===== src/rtl/crc_arb_pkg.sv =====
// Shared types and constants for the CRC job arbiter.
// Holds FSM state codes, error codes and default widths.
package crc_arb_pkg;

  localparam int DEF_N_REQ       = 4;
  localparam int DEF_ADDR_W      = 10;
  localparam int DEF_CRC_W       = 16;
  localparam int DEF_START_CYC   = 2;
  localparam int DEF_TIMEOUT_CYC = 65535;

  typedef logic [2:0] crc_arb_state_t;

  localparam crc_arb_state_t S_IDLE      = 3'd0;
  localparam crc_arb_state_t S_CHECK     = 3'd1;
  localparam crc_arb_state_t S_START     = 3'd2;
  localparam crc_arb_state_t S_WAIT_BUSY = 3'd3;
  localparam crc_arb_state_t S_WAIT_DONE = 3'd4;
  localparam crc_arb_state_t S_DONE      = 3'd5;

  typedef logic [1:0] crc_arb_err_t;

  localparam crc_arb_err_t ERR_NONE = 2'b00;
  localparam crc_arb_err_t ERR_LEN  = 2'b01;
  localparam crc_arb_err_t ERR_TMO  = 2'b10;

endpackage


===== src/rtl/crc_job_arbiter_if.sv =====
// Engine-side bundle between the arbiter and the crc_system engine.
// master: arbiter (drives start/job), slave: engine (drives rdy/result).
interface crc_job_arbiter_if
  import crc_arb_pkg::*;
#(
  parameter int ADDR_W = DEF_ADDR_W,
  parameter int CRC_W  = DEF_CRC_W
);
  logic              eng_start;
  logic [ADDR_W-1:0] eng_base;
  logic [ADDR_W:0]   eng_len;
  logic [CRC_W-1:0]  eng_target;
  logic              eng_rdy;
  logic              eng_ok;
  logic [CRC_W-1:0]  eng_crc;

  modport master (
    output eng_start, eng_base, eng_len, eng_target,
    input  eng_rdy, eng_ok, eng_crc
  );

  modport slave (
    input  eng_start, eng_base, eng_len, eng_target,
    output eng_rdy, eng_ok, eng_crc
  );
endinterface


===== src/rtl/rr_arbiter.sv =====
// Combinational round-robin picker: first set req at or after ptr.
// Ports: req, ptr in; one-hot gnt, its index idx, and valid out.
module rr_arbiter
  import crc_arb_pkg::*;
#(
  parameter int N_REQ = DEF_N_REQ,
  localparam int IW   = $clog2(N_REQ)
) (
  input  logic [N_REQ-1:0] req,
  input  logic [IW-1:0]    ptr,
  output logic [N_REQ-1:0] gnt,
  output logic [IW-1:0]    idx,
  output logic             valid
);

  logic          found;
  logic [IW-1:0] j;

  always_comb begin
    gnt   = '0;
    idx   = '0;
    found = 1'b0;
    j     = '0;
    for (int o = 0; o < N_REQ; o++) begin
      j = IW'((int'(ptr) + o) % N_REQ);
      if (!found && req[j]) begin
        found  = 1'b1;
        gnt[j] = 1'b1;
        idx    = j;
      end
    end
  end

  assign valid = |req;

endmodule


===== src/rtl/crc_job_arbiter.sv =====
// Shares one CRC engine between N_REQ requesters with RR arbitration.
// Ports: clk50m/rst, packed per-requester jobs, grant/done/result, eng bus.
module crc_job_arbiter
  import crc_arb_pkg::*;
#(
  parameter int N_REQ       = DEF_N_REQ,
  parameter int ADDR_W      = DEF_ADDR_W,
  parameter int CRC_W       = DEF_CRC_W,
  parameter int START_CYC   = DEF_START_CYC,
  parameter int TIMEOUT_CYC = DEF_TIMEOUT_CYC
) (
  input  logic                         clk50m,
  input  logic                         rst,
  input  logic [N_REQ-1:0]             req_i,
  input  logic [N_REQ*ADDR_W-1:0]      base_i,
  input  logic [N_REQ*(ADDR_W+1)-1:0]  len_i,
  input  logic [N_REQ*CRC_W-1:0]       target_i,
  output logic [N_REQ-1:0]             gnt_o,
  output logic [N_REQ-1:0]             done_o,
  output logic [CRC_W-1:0]             crc_o,
  output logic                         ok_o,
  output logic [1:0]                   err_o,
  crc_job_arbiter_if.master            eng
);

  localparam int IW     = $clog2(N_REQ);
  localparam int LW     = ADDR_W + 1;
  localparam int WD_MAX =
    (TIMEOUT_CYC > START_CYC) ? TIMEOUT_CYC : START_CYC;
  localparam int WD_W   = $clog2(WD_MAX + 1);

  localparam logic [WD_W-1:0] START_LAST = WD_W'(START_CYC - 1);
  localparam logic [WD_W-1:0] TMO_LAST   = WD_W'(TIMEOUT_CYC - 1);
  localparam logic [ADDR_W+1:0] MEM_SZ   =
    (ADDR_W+2)'(1) << ADDR_W;

  logic [ADDR_W-1:0] base_a [N_REQ];
  logic [LW-1:0]     len_a  [N_REQ];
  logic [CRC_W-1:0]  tgt_a  [N_REQ];

  for (genvar i = 0; i < N_REQ; i++) begin : g_unpack
    assign base_a[i] = base_i[i*ADDR_W +: ADDR_W];
    assign len_a[i]  = len_i[i*LW +: LW];
    assign tgt_a[i]  = target_i[i*CRC_W +: CRC_W];
  end

  crc_arb_state_t    state_q, state_d;
  logic [N_REQ-1:0]  gnt_q, gnt_d;
  logic [IW-1:0]     idx_q, idx_d;
  logic [IW-1:0]     ptr_q, ptr_d;
  logic [ADDR_W-1:0] base_q, base_d;
  logic [LW-1:0]     len_q, len_d;
  logic [CRC_W-1:0]  tgt_q, tgt_d;
  logic [WD_W-1:0]   wd_q, wd_d;
  logic [ADDR_W-1:0] eb_q, eb_d;
  logic [LW-1:0]     el_q, el_d;
  logic [CRC_W-1:0]  et_q, et_d;
  logic [CRC_W-1:0]  crc_q, crc_d;
  logic              ok_q, ok_d;
  crc_arb_err_t      err_q, err_d;

  logic [N_REQ-1:0]  arb_gnt;
  logic [IW-1:0]     arb_idx;
  logic              arb_valid;

  rr_arbiter #(.N_REQ(N_REQ)) u_rr (
    .req   (req_i),
    .ptr   (ptr_q),
    .gnt   (arb_gnt),
    .idx   (arb_idx),
    .valid (arb_valid)
  );

  // One extra bit so base + len cannot wrap before the compare.
  logic [ADDR_W+1:0] end_addr;
  logic              bad_job;

  assign end_addr = {2'b00, base_q} + {1'b0, len_q};
  assign bad_job  = (len_q == '0) || (end_addr > MEM_SZ);

  always_comb begin
    state_d = state_q;
    gnt_d   = gnt_q;
    idx_d   = idx_q;
    ptr_d   = ptr_q;
    base_d  = base_q;
    len_d   = len_q;
    tgt_d   = tgt_q;
    wd_d    = wd_q;
    eb_d    = eb_q;
    el_d    = el_q;
    et_d    = et_q;
    crc_d   = crc_q;
    ok_d    = ok_q;
    err_d   = err_q;
    unique case (state_q)
      S_IDLE: begin
        if (arb_valid) begin
          gnt_d   = arb_gnt;
          idx_d   = arb_idx;
          base_d  = base_a[arb_idx];
          len_d   = len_a[arb_idx];
          tgt_d   = tgt_a[arb_idx];
          state_d = S_CHECK;
        end
      end
      S_CHECK: begin
        if (bad_job) begin
          crc_d   = '0;
          ok_d    = 1'b0;
          err_d   = ERR_LEN;
          state_d = S_DONE;
        end else begin
          eb_d    = base_q;
          el_d    = len_q;
          et_d    = tgt_q;
          wd_d    = '0;
          state_d = S_START;
        end
      end
      S_START: begin
        if (wd_q == START_LAST) begin
          wd_d    = '0;
          state_d = S_WAIT_BUSY;
        end else begin
          wd_d = wd_q + WD_W'(1);
        end
      end
      S_WAIT_BUSY: begin
        if (!eng.eng_rdy) begin
          wd_d    = '0;
          state_d = S_WAIT_DONE;
        end else if (wd_q == TMO_LAST) begin
          crc_d   = '0;
          ok_d    = 1'b0;
          err_d   = ERR_TMO;
          state_d = S_DONE;
        end else begin
          wd_d = wd_q + WD_W'(1);
        end
      end
      S_WAIT_DONE: begin
        if (eng.eng_rdy) begin
          crc_d   = eng.eng_crc;
          ok_d    = eng.eng_ok;
          err_d   = ERR_NONE;
          state_d = S_DONE;
        end else if (wd_q == TMO_LAST) begin
          crc_d   = '0;
          ok_d    = 1'b0;
          err_d   = ERR_TMO;
          state_d = S_DONE;
        end else begin
          wd_d = wd_q + WD_W'(1);
        end
      end
      S_DONE: begin
        gnt_d   = '0;
        ptr_d   = (idx_q == IW'(N_REQ - 1)) ?
                  '0 : idx_q + IW'(1);
        state_d = S_IDLE;
      end
      default: state_d = S_IDLE;
    endcase
  end

  always_ff @(posedge clk50m) begin
    if (rst) begin
      state_q <= S_IDLE;
      gnt_q   <= '0;
      idx_q   <= '0;
      ptr_q   <= '0;
      base_q  <= '0;
      len_q   <= '0;
      tgt_q   <= '0;
      wd_q    <= '0;
      eb_q    <= '0;
      el_q    <= '0;
      et_q    <= '0;
      crc_q   <= '0;
      ok_q    <= 1'b0;
      err_q   <= ERR_NONE;
    end else begin
      state_q <= state_d;
      gnt_q   <= gnt_d;
      idx_q   <= idx_d;
      ptr_q   <= ptr_d;
      base_q  <= base_d;
      len_q   <= len_d;
      tgt_q   <= tgt_d;
      wd_q    <= wd_d;
      eb_q    <= eb_d;
      el_q    <= el_d;
      et_q    <= et_d;
      crc_q   <= crc_d;
      ok_q    <= ok_d;
      err_q   <= err_d;
    end
  end

  assign gnt_o  = gnt_q;
  assign done_o = gnt_q & {N_REQ{state_q == S_DONE}};
  assign crc_o  = crc_q;
  assign ok_o   = ok_q;
  assign err_o  = err_q;

  assign eng.eng_start  = (state_q == S_START);
  assign eng.eng_base   = eb_q;
  assign eng.eng_len    = el_q;
  assign eng.eng_target = et_q;

endmodule

===== src/flat_wrapper.sv =====
// flat-port wrapper written by rule: the top's interface ports become plain ports
module crc_job_arbiter_flat import crc_arb_pkg::*;
#(
  parameter int N_REQ       = DEF_N_REQ,
  parameter int ADDR_W      = DEF_ADDR_W,
  parameter int CRC_W       = DEF_CRC_W,
  parameter int START_CYC   = DEF_START_CYC,
  parameter int TIMEOUT_CYC = DEF_TIMEOUT_CYC
)
  (clk50m, rst, req_i, base_i, len_i, target_i, gnt_o, done_o, crc_o, ok_o, err_o, eng_eng_start, eng_eng_base, eng_eng_len, eng_eng_target, eng_eng_rdy, eng_eng_ok, eng_eng_crc);
  crc_job_arbiter_if #(.ADDR_W(ADDR_W), .CRC_W(CRC_W)) eng_i ();
  input  logic clk50m;
  input  logic rst;
  input  logic [N_REQ-1:0] req_i;
  input  logic [N_REQ*ADDR_W-1:0] base_i;
  input  logic [N_REQ*(ADDR_W+1)-1:0] len_i;
  input  logic [N_REQ*CRC_W-1:0] target_i;
  output logic [N_REQ-1:0] gnt_o;
  output logic [N_REQ-1:0] done_o;
  output logic [CRC_W-1:0] crc_o;
  output logic ok_o;
  output logic [1:0] err_o;
  output wire logic [$bits(eng_i.eng_start)-1:0] eng_eng_start;
  output wire logic [$bits(eng_i.eng_base)-1:0] eng_eng_base;
  output wire logic [$bits(eng_i.eng_len)-1:0] eng_eng_len;
  output wire logic [$bits(eng_i.eng_target)-1:0] eng_eng_target;
  input wire logic [$bits(eng_i.eng_rdy)-1:0] eng_eng_rdy;
  input wire logic [$bits(eng_i.eng_ok)-1:0] eng_eng_ok;
  input wire logic [$bits(eng_i.eng_crc)-1:0] eng_eng_crc;
  assign eng_eng_start = eng_i.eng_start;
  assign eng_eng_base = eng_i.eng_base;
  assign eng_eng_len = eng_i.eng_len;
  assign eng_eng_target = eng_i.eng_target;
  assign eng_i.eng_rdy = eng_eng_rdy;
  assign eng_i.eng_ok = eng_eng_ok;
  assign eng_i.eng_crc = eng_eng_crc;
  crc_job_arbiter #(.N_REQ(N_REQ), .ADDR_W(ADDR_W), .CRC_W(CRC_W), .START_CYC(START_CYC), .TIMEOUT_CYC(TIMEOUT_CYC)) u_core (.clk50m(clk50m), .rst(rst), .req_i(req_i), .base_i(base_i), .len_i(len_i), .target_i(target_i), .gnt_o(gnt_o), .done_o(done_o), .crc_o(crc_o), .ok_o(ok_o), .err_o(err_o), .eng(eng_i));
endmodule

===== config.mk =====
export PLATFORM = sky130hd
export DESIGN_NAME = crc_job_arbiter_flat
export DESIGN_NICKNAME = d
export VERILOG_FILES = /design/src/rtl/crc_arb_pkg.sv /design/src/rtl/crc_job_arbiter_if.sv /design/src/rtl/rr_arbiter.sv /design/src/rtl/crc_job_arbiter.sv /design/src/flat_wrapper.sv
export SDC_FILE = /design/constraint.sdc
export NUM_CORES = 1
export LEC_CHECK = 0
export ABC_CLOCK_PERIOD_IN_PS = 4900
export CORE_AREA = 8 8 134 136
export CTS_BUF_LIST = sky130_fd_sc_hd__clkbuf_8
export DETAILED_ROUTE_END_ITERATION = 12
export DIE_AREA = 0 0 142 144
export HOLD_SLACK_MARGIN = 0.02
export PLACE_DENSITY = 0.83
export SYNTH_ARGS = -nofsm -noshare
export SYNTH_HDL_FRONTEND = slang
export SYNTH_HIERARCHICAL = 1
export SYNTH_SLANG_ARGS = --single-unit

===== constraint.sdc =====
create_clock -name clk50m -period 4.9 [get_ports clk50m]
set_clock_uncertainty 0.15 [all_clocks]
set_input_delay 1.47 -clock clk50m [delete_from_list [all_inputs] [get_ports clk50m]]
set_output_delay 1.47 -clock clk50m [all_outputs]
set_load 0.05 [all_outputs]

==> impl_metrics.prom, run 1 <==
# TYPE chip_impl_metric gauge
chip_impl_info{name="layout_common_cells",value="clkdlybuf4s50_1, dfxtp_1, nand2_1"} 1
chip_impl_metric{name="synth.lib_cells_used.distinct",unit=""} 68
chip_impl_metric{name="track_usage",unit="%"} 21.53
chip_impl_metric{name="ff2ff_path_depth",unit=""} 12
chip_impl_metric{name="ctsHtreeMaxLevel",unit=""} 4
chip_impl_metric{name="antenna_cells",unit=""} 0
chip_impl_metric{name="ys_async_sr_fraction",unit="%"} 0
chip_impl_metric{name="final-hold-violation-count",unit=""} 0
chip_impl_metric{name="clockBufferDepth",unit=""} 2
chip_impl_metric{name="detail_route.vias_per_cell",unit=""} 5.694
chip_impl_metric{name="timing.final.max_slew_violations",unit=""} 0
chip_impl_metric{name="place.port_buffers",unit=""} 236
chip_impl_metric{name="end_of_flow_core_utilization",unit="%"} 60.71
chip_impl_metric{name="final_nets",unit=""} 1145
chip_impl_info{name="layout_commonest_cell",value="clkdlybuf4s50_1"} 1
chip_impl_metric{name="p_leak",unit="nW"} 3.458
chip_impl_metric{name="crit_path_max_incr_delay",unit="ns"} 0.80
chip_impl_metric{name="synth_enable_flop_cells",unit=""} 0
chip_impl_metric{name="post_route_antenna_net_violation_count",unit=""} 0
chip_impl_info{name="worst_reg2reg_startpoint",value="u_core/len_q[0]"} 1
chip_impl_metric{name="pwr-share-seq",unit="%"} 29.6
chip_impl_info{name="master_of_the_slowest_instance_on_the_critical_path",value="clkdlybuf4s50_1"} 1
chip_impl_metric{name="power.density",unit="nW/um^2"} 471.9
chip_impl_info{name="cts_root_buf",value="clkbuf_8"} 1
chip_impl_metric{name="start_util",unit="%"} 42.51
chip_impl_metric{name="synth_warnings",unit=""} 6
chip_impl_metric{name="detailedPlacementHpwl",unit="um"} 16950
chip_impl_metric{name="vert_die_dim",unit="um"} 144
chip_impl_metric{name="max_slew.worst_pin.slew",unit="ns"} 1.047
chip_impl_metric{name="fin_total_pwr",unit="mW"} 4.599
chip_impl_metric{name="combinationalPowerShare",unit="%"} 50.3
chip_impl_metric{name="design.die.area",unit="um^2"} 20450
chip_impl_metric{name="timing.fmax",unit="MHz"} 237.7
chip_impl_info{name="outcome",value="finished, final reports clean"} 1
chip_impl_metric{name="io-pin-count",unit=""} 237
chip_impl_metric{name="power.switching",unit="mW"} 1.938
chip_impl_metric{name="layout_worst_path_cycle_share",unit="%"} 85.87
chip_impl_info{name="cell_type_group_with_the_largest_total_delay_on_the_critical_path",value="simple AND/OR/NAND/NOR gates"} 1
chip_impl_metric{name="wl",unit="um"} 22060
chip_impl_metric{name="required",unit="ns"} 3.28
chip_impl_metric{name="drt-wirelength-per-cell",unit="um"} 18.61
chip_impl_metric{name="clkSinkCount",unit=""} 120
chip_impl_metric{name="antenna_found_initial",unit=""} 0
chip_impl_info{name="grt_setup_unrepaired",value="no"} 1
chip_impl_metric{name="post_synth.cell_area_avg",unit="um^2"} 9.223
chip_impl_metric{name="die-width",unit="um"} 142
chip_impl_metric{name="clk_pin_slew_worst_paths",unit="ns"} 0.07
chip_impl_metric{name="global_placement_routability_congestion",unit=""} 0.8933
chip_impl_metric{name="num_rows",unit=""} 47
chip_impl_metric{name="worstPathMaxFanout",unit=""} 14
chip_impl_metric{name="bufs_and_invs_on_worst_path",unit=""} 1
chip_impl_metric{name="totalNegativeSetupSlack",unit="ns"} 0
chip_impl_info{name="critical_path_capture_point",value="done_o[1]"} 1
chip_impl_info{name="critPathKind",value="reg2out"} 1
chip_impl_metric{name="floorplan.core_area",unit="um^2"} 16050
chip_impl_metric{name="first_pass_iters",unit=""} 5
chip_impl_info{name="hp-class",value="reg2reg"} 1
chip_impl_info{name="timing.critical_path.from",value="u_core/state_q[1]"} 1
chip_impl_metric{name="cts_resized",unit=""} 0
chip_impl_metric{name="worst_skew_pair.late_latency",unit="ns"} 0.45
chip_impl_metric{name="timing.max_cap.violations",unit=""} 0
chip_impl_metric{name="peakVddDrop",unit="mV"} 0.4016
chip_impl_metric{name="grt_start_max_net_pins",unit=""} 100
chip_impl_metric{name="cp_num_cells",unit=""} 4
chip_impl_metric{name="placedCellCount",unit=""} 1154
chip_impl_info{name="synth_top_flop_cell",value="dfxtp_1"} 1
chip_impl_metric{name="share_clk_of_total_power",unit="%"} 20.0
chip_impl_info{name="startpoint_type",value="flop"} 1
chip_impl_info{name="critPathCaptureType",value="output pin"} 1
chip_impl_metric{name="intPower",unit="mW"} 2.662
chip_impl_metric{name="detailedRoute.firstIterationViolations",unit=""} 568
chip_impl_metric{name="post_route_cells_drive_above_1_share",unit="%"} 9.845
chip_impl_info{name="tritoncts",value="yes"} 1
chip_impl_metric{name="setup-violations-final",unit=""} 0
chip_impl_metric{name="layout_min_cycle_time",unit="ns"} 4.208
chip_impl_metric{name="seq_area_frac_synth",unit="%"} 35.20
chip_impl_metric{name="first_global_vias",unit=""} 6803
chip_impl_metric{name="synthesis.area",unit="um^2"} 6825
chip_impl_metric{name="wire_length_of_the_first_global_routing_pass",unit="um"} 34640
chip_impl_metric{name="number_of_instances_in_the_synthesized_netlist",unit=""} 740
chip_impl_metric{name="vias",unit=""} 6747
chip_impl_info{name="r2r-end",value="u_core/eng.eng_len[7]"} 1
chip_impl_metric{name="cts_buffers",unit=""} 17
chip_impl_metric{name="finalNonFillerCells",unit=""} 1185
chip_impl_metric{name="post_cts_setup_driven_buffer_insertion_count",unit=""} 0
chip_impl_metric{name="swShare",unit="%"} 42.13
chip_impl_metric{name="post_cts_hold_buffer_count",unit=""} 0
chip_impl_metric{name="synth_fp_nets",unit=""} 932
chip_impl_metric{name="reg2reg_setup_slack",unit="ns"} 0.90
chip_impl_metric{name="max_slew_margin",unit="%"} 30.22
chip_impl_metric{name="layout-area-overhead-vs-synth",unit="%"} 42.80
chip_impl_metric{name="grt-ovfl-total",unit=""} 0
chip_impl_metric{name="number_of_register_bits_inferred_by_synthesis",unit=""} 120
chip_impl_info{name="critical_path.cell_chain",value="nand2b_1, nor2_1, and2_1, clkdlybuf4s50_1"} 1
chip_impl_metric{name="final_routed_drc_violation_total",unit=""} 0
chip_impl_metric{name="worst_ep_arrival_time",unit="ns"} 2.59
-- area by class of cell --
class / instances / area [um^2]
Clock inverter: 11 / 130.1
Clock buffer: 20 / 275.3
Sequential cell: 120 / 2402
Tap cell: 220 / 275.3
Inverter: 21 / 78.83
Timing Repair Buffer: 243 / 2450
Fill cell: 1358 / 6307
Multi-Input combinational cell: 550 / 4135
-- power groups by stage --
| stage | clock network, mW | registers, mW | logic [mW] |
|---|---|---|---|
| finish | 0.921 | 1.36 | 2.32 |
| global route | 0.986 | 1.38 | 2.51 |
| CTS | 0.939 | 1.36 | 2.31 |
| detailed placement | 0 | 1.38 | 2.31 |
| global placement | 0 | 1.37 | 2.26 |
| floorplan | 0 | 1.53 | 1.52 |
-- how the worst min path moves through the flow --
stage | cells after the start | from | endpoint
after CTS | 2 | u_core/tgt_q[14] | u_core/tgt_q[14]
after global placement | 2 | u_core/tgt_q[10] | u_core/tgt_q[10]
after floorplan | 2 | u_core/tgt_q[0] | u_core/tgt_q[0]
after global routing | 2 | u_core/tgt_q[13] | u_core/tgt_q[13]
after detailed placement | 2 | u_core/tgt_q[14] | u_core/tgt_q[14]
final | 2 | u_core/tgt_q[14] | u_core/tgt_q[14]
-- cells in the mapped netlist, types with 19 or more instances --
cell type | n | area [um^2]
nor2_1 | 66 | 247.7
inv_1 | 21 | 78.83
mux2i_1 | 42 | 420.4
dfxtp_1 | 120 | 2402
o21ai_0 | 24 | 120.1
a32o_1 | 20 | 200.2
mux4_2 | 40 | 900.9
clkbuf_1 | 37 | 138.9
nand2_1 | 117 | 439.2
a21oi_1 | 62 | 310.3
ha_1 | 19 | 237.7
-- cells by family after synthesis --
logic type	after synthesis	synth area share, %
simple gates	261	17.51
compound gates	185	18.94
flops	120	35.20
mux	83	19.74
buf+inv	70	4.711
fa+ha+maj	20	3.776
xor+xnor	1	0.1283
-- routing by layer --
| metal | up-vias | track usage (%) | part of all wire [%] |
|---|---|---|---|
| li1 | 3187 | - | - |
| met1 | 3231 | 22.61 | 37 |
| met2 | 291 | 38.13 | 51 |
| met3 | 38 | 9.343 | 9.5 |
| met4 | 0 | 6.783 | 2.1 |
| met5 | - | 0 | 0 |
-- state kept, by name (all words and copies together), names as in the netlist --
signal / flops
u_core/idx_q: 2
u_core/crc_o: 16
u_core/err_o: 2
u_core/eng.eng_base: 10
u_core/len_q: 11
u_core/eng.eng_len: 11
u_core/ok_o: 1
u_core/state_q: 3
u_core/wd_q: 16
u_core/eng.eng_target: 16
u_core/tgt_q: 16
u_core/base_q: 10
u_core/ptr_q: 2
u_core/gnt_o: 4
-- through the flow --
stage,area (um^2),worst slack (ns),hold WS [ns]
final,9747,0.6922,0.3078
after global routing,9747,0.5312,0.3310
after CTS,9747,0.6721,0.3101
after detailed placement,9341,0.3183,0.3003
after global placement,9341,0.3829,0.2926
after floorplan,6825,0.4017,0.2860
-- tightest hold or removal path: stages, from the launching register on --
cell,delay (ns)
dfxtp_1,0.31
nand2_1,0.05
a21oi_1,0.05
(Power assumes the default switching activity.)
==> run 2, diff against run 1 <==
Settings changed: GPL_TIMING_DRIVEN from default to 1, SKIP_CTS_REPAIR_TIMING from default to 1.
==> results of run 2 <==
Final layout, timing and power as in run 1 (identical DEF).
